File: src/rtl/universal_shift_pkg.sv
// rtl/universal_shift_pkg.sv - op codes, FSM states and helpers for universal_shift_reg
package universal_shift_pkg;

  localparam logic [2:0] OP_SHR  = 3'd0;
  localparam logic [2:0] OP_SHL  = 3'd1;
  localparam logic [2:0] OP_ROR  = 3'd2;
  localparam logic [2:0] OP_ROL  = 3'd3;
  localparam logic [2:0] OP_ASR  = 3'd4;
  localparam logic [2:0] OP_LOAD = 3'd5;

  typedef enum logic {
    ST_IDLE = 1'b0,
    ST_RUN  = 1'b1
  } state_t;

  // Codes above LOAD complete immediately without touching q
  function automatic logic is_reserved(input logic [2:0] op);
    return op > OP_LOAD;
  endfunction

endpackage

File: src/rtl/universal_shift_step.sv
// rtl/universal_shift_step.sv - next register value for one single-bit step
module universal_shift_step
  import universal_shift_pkg::*;
#(
  parameter int WIDTH = 8
) (
  input  logic [WIDTH-1:0] q,
  input  logic [2:0]       op,
  input  logic             sin_msb,
  input  logic             sin_lsb,
  output logic [WIDTH-1:0] q_next
);

  always_comb begin
    q_next = q;
    case (op)
      OP_SHR:  q_next = {sin_msb, q[WIDTH-1:1]};
      OP_SHL:  q_next = {q[WIDTH-2:0], sin_lsb};
      OP_ROR:  q_next = {q[0], q[WIDTH-1:1]};
      OP_ROL:  q_next = {q[WIDTH-2:0], q[WIDTH-1]};
      OP_ASR:  q_next = {q[WIDTH-1], q[WIDTH-1:1]};
      default: q_next = q;
    endcase
  end

endmodule

File: src/rtl/universal_shift_reg.sv
// rtl/universal_shift_reg.sv - multi-step universal shift register with start/busy/done handshake
module universal_shift_reg
  import universal_shift_pkg::*;
#(
  parameter int WIDTH = 8,
  parameter int CNT_W = 4
) (
  input  logic             clk,
  input  logic             rst,
  input  logic             en,
  input  logic             start,
  input  logic [2:0]       op,
  input  logic [CNT_W-1:0] cnt,
  input  logic [WIDTH-1:0] d_load,
  input  logic             sin_msb,
  input  logic             sin_lsb,
  output logic [WIDTH-1:0] q,
  output logic             sout_msb,
  output logic             sout_lsb,
  output logic             busy,
  output logic             done
);

  state_t           state, state_n;
  logic [2:0]       op_r, op_n;
  logic [CNT_W-1:0] rem, rem_n;
  logic [WIDTH-1:0] q_n, q_step;
  logic             done_n;

  universal_shift_step #(.WIDTH(WIDTH)) u_step (
    .q       (q),
    .op      (op_r),
    .sin_msb (sin_msb),
    .sin_lsb (sin_lsb),
    .q_next  (q_step)
  );

  always_ff @(posedge clk) begin
    if (rst) begin
      state <= ST_IDLE;
      op_r  <= OP_SHR;
      rem   <= '0;
      q     <= '0;
      done  <= 1'b0;
    end else begin
      state <= state_n;
      op_r  <= op_n;
      rem   <= rem_n;
      q     <= q_n;
      done  <= done_n;
    end
  end

  // done defaults low every cycle, so a stall can never stretch it
  always_comb begin
    state_n = state;
    op_n    = op_r;
    rem_n   = rem;
    q_n     = q;
    done_n  = 1'b0;
    if (en) begin
      case (state)
        ST_IDLE: begin
          if (start) begin
            if (op == OP_LOAD) begin
              q_n    = d_load;
              done_n = 1'b1;
            end else if (is_reserved(op) || cnt == '0) begin
              done_n = 1'b1;
            end else begin
              op_n    = op;
              rem_n   = cnt;
              state_n = ST_RUN;
            end
          end
        end
        ST_RUN: begin
          q_n   = q_step;
          rem_n = rem - CNT_W'(1);
          if (rem == CNT_W'(1)) begin
            state_n = ST_IDLE;
            done_n  = 1'b1;
          end
        end
        default: state_n = ST_IDLE;
      endcase
    end
  end

  assign busy     = (state == ST_RUN);
  assign sout_msb = q[WIDTH-1];
  assign sout_lsb = q[0];

endmodule

File: config.mk
export PLATFORM = sky130hd
export DESIGN_NAME = universal_shift_reg
export DESIGN_NICKNAME = d
export VERILOG_FILES = /design/src/rtl/universal_shift_pkg.sv /design/src/rtl/universal_shift_step.sv /design/src/rtl/universal_shift_reg.sv
export SDC_FILE = /design/constraint.sdc
export NUM_CORES = 1
export LEC_CHECK = 0
export ABC_AREA = 1
export CAP_MARGIN = 5
export CORE_UTILIZATION = 51
export DETAILED_ROUTE_END_ITERATION = 10
export PLACE_DENSITY_LB_ADDON = 0.1
export SKIP_LAST_GASP = 1
export SYNTH_ARGS = -nofsm -noshare
export SYNTH_HDL_FRONTEND = slang
export SYNTH_SLANG_ARGS = --single-unit
File: constraint.sdc
create_clock -name clk -period 2.3 [get_ports clk]
set_clock_uncertainty 0.2 [all_clocks]
set_input_delay 0.575 -clock clk [delete_from_list [all_inputs] [get_ports clk]]
set_output_delay 0.575 -clock clk [all_outputs]
set_load 0.005 [all_outputs]
==> impl_metrics.json <==
{
  "status": "finished clean",
  "grt_pass1_vias": 1085,
  "start_util_pct": 53.68,
  "cts_max_level": 1,
  "num_vias": 1228,
  "maxCapViolCount": 0,
  "grt_max_degree": 17,
  "clk_pin_slew_ns": 0.10,
  "hold_buffers": 0,
  "postRouteAntennaNets": 0,
  "setup_viol": 0,
  "rows": 17,
  "hold_slack_ns": 0.2862,
  "synth_top_family_by_area": "simple AND/OR/NAND/NOR gates",
  "critical_path.max_fanout": 3,
  "power_density_nw_per_um2": 453.4,
  "track_usage_pct": 24.04,
  "use_met3_pct": 4.938,
  "yosys-top-cells-area": "dfxtp_1 (29%), nand2_1 (22%), nor2_1 (7.3%)",
  "max_freq_mhz": 511.6,
  "grt_use_met1_pct": 30.34,
  "cts_resized": 0,
  "die_height_um": 50.02,
  "fp.coreArea_sq_um": 2191,
  "power_leakage_uw": 0.0006926,
  "routed_wl_mm": 2.690,
  "wl_per_cell_um": 10.93,
  "dpl.cell_count": 242,
  "met2_usage_pct": 39.56,
  "synth_area_sq_um": 1176,
  "crit_buf_inv": 1,
  "layout-drive-gt1-share_pct": 12.84,
  "cts_tree": "built",
  "final_common_cell": "nand2_1",
  "vias_per_cell": 4.992,
  "dp_hpwl_mm": 2.084,
  "synth-compound-area-share_pct": 10.85,
  "max_slew.worst_pin.slew_ns": 0.3140,
  "clock_path_buffers": 2,
  "ir_worst_vdd_mv": 0.3126,
  "area_delta_synth_final_pct": 29.89,
  "clock-root-buffer": "clkbuf_4",
  "ys_types": 25,
  "io_pins": 33,
  "required_ns": 1.52,
  "final_cells": 246,
  "grt_pass1_wl_mm": 4.519,
  "yosysTopAreaCell": "dfxtp_1",
  "hold_violations": 0,
  "clk_latency_ns": 0.29,
  "drc_errors": 0,
  "die_w_um": 50.02,
  "ys_seq_area_share_pct": 28.94,
  "end_kind": "primary output",
  "drt_iter0_drc": 39,
  "finalCriticalPeriod_ns": 1.955,
  "synth_mux_area_share_pct": 0,
  "antenna_found_initial": 0,
  "synth_xor_area_share_pct": 0,
  "cp_data_arrival_time_ns": 1.18,
  "ys_ff_latch": 17,
  "crit_family": "buffers and inverters",
  "synth_top_area_share_pct": 28.94,
  "fin_nets": 242,
  "final_max_slew_viol_count": 0,
  "setup_slack_ns": 0.3452,
  "tns_ns": 0,
  "max_stage_delay_ns": 0.51,
  "min_period_over_period_pct": 84.99,
  "start_kind": "flip-flop",
  "synth_area_per_cell_sq_um": 6.323,
  "r2r_setup_slack_ns": 0.69,
  "layout_common_cells": "nand2_1 (69), clkdlybuf4s50_1 (32), nor2_1 (23)",
  "firstDrtPassIters": 4,
  "cts_sinks": 17,
  "slew_headroom_pct": 78.97,
  "postCtsSetupBuffers": 0,
  "worstSetupPathType": "reg -> out",
  "crit_chain": "clkdlybuf4s50_1",
  "grt-busiest-layer": "met2",
  "crit_slowest_cell": "clkdlybuf4s50_1",
  "io_buffers": 32,
  "fill_cells": 191,
  "synthSimpleGateAreaFrac_pct": 47.66,
  "antenna_cells": 0,
  "grt_overflow": 0,
  "yosys_warnings": 0,
  "synth_adder_area_share_pct": 2.128,
  "preCtsSetupSlack_ns": 0.1758,
  "final_area_sq_um": 1528,
  "hold_class": "reg -> reg",
  "synth_nets": 209,
  "dieArea_sq_um": 2502,
  "globalplace.congestion": 0.8210,
  "rsz0062_at_grt": "false",
  "cts_buffers": 3,
  "synth_cells": 186,
  "dpl_cell_area_sq_um": 1501
}
stage by stage:
step | util (%) | total power, uW
floorplan | - | 457.1
finish | 69.73 | 692.7
global route | 69.73 | 738.0
detailed placement | 68.53 | 534.0
global placement | 68.53 | 526.9
CTS | 69.73 | 697.8
report_power, final:
part	total, uW	internal (uW)	switching [uW]
sequential	326	311	15.4
clock	165	67.4	97.3
combinational	202	93.9	108
worst reg2reg max path, stage by stage (launching register included):
cell and delay [ns]:
dfxtp_1 0.34, buf_4 0.25, inv_2 0.18, nand2_2 0.18, nand3_2 0.10, nand2_4 0.12
nand2_1 0.06, a21oi_1 0.11
cell families (layout without fill, tap and decap cells):
logic type / after synthesis / after routing
and+or+nand+nor: 121 / 121
AOI/OAI and AO/OA: 20 / 20
adders and majority gates: 2 / 2
DFF: 17 / 17
buffers and inverters: 26 / 58
Yosys cell counts, drive strengths merged:
cell / count
inv: 20
nand4: 1
o211ai: 2
nand3: 14
o21ai: 6
a21oi: 12
ha: 2
buf: 5
dfxtp: 17
or2: 1
nor2: 26
nand2: 79
clkbuf: 1
registers in the layout, indices dropped and copies added, names as in the netlist:
name	flops
q	8
op_r	3
busy	1
done	1
rem	4
final timing paths:
check | from | to | cells after the start
hold reg to reg | q[5] | q[5] | 2
setup / recovery | q[0] | q[0] | 1
setup reg to reg | busy | q[4] | 7
hold / removal | q[5] | q[5] | 2
layer usage:
metal	vias to the layer above	part of all wire (%)
met4	0	1.0
met3	4	6.3
li1	642	-
met2	39	46
met1	543	47
met5	-	0
final cells by class:
type / instances / area [sq um] / area share, %
clock buffers: 4 / 26.28 / 1.720
repair buffers: 34 / 335.3 / 21.95
well taps: 28 / 35.03 / 2.293
inverters: 20 / 77.57 / 5.078
multi-input cells: 143 / 713.2 / 46.68
flip-flops and latches: 17 / 340.3 / 22.28
Note: power is estimated with default switching activity, not from simulation.
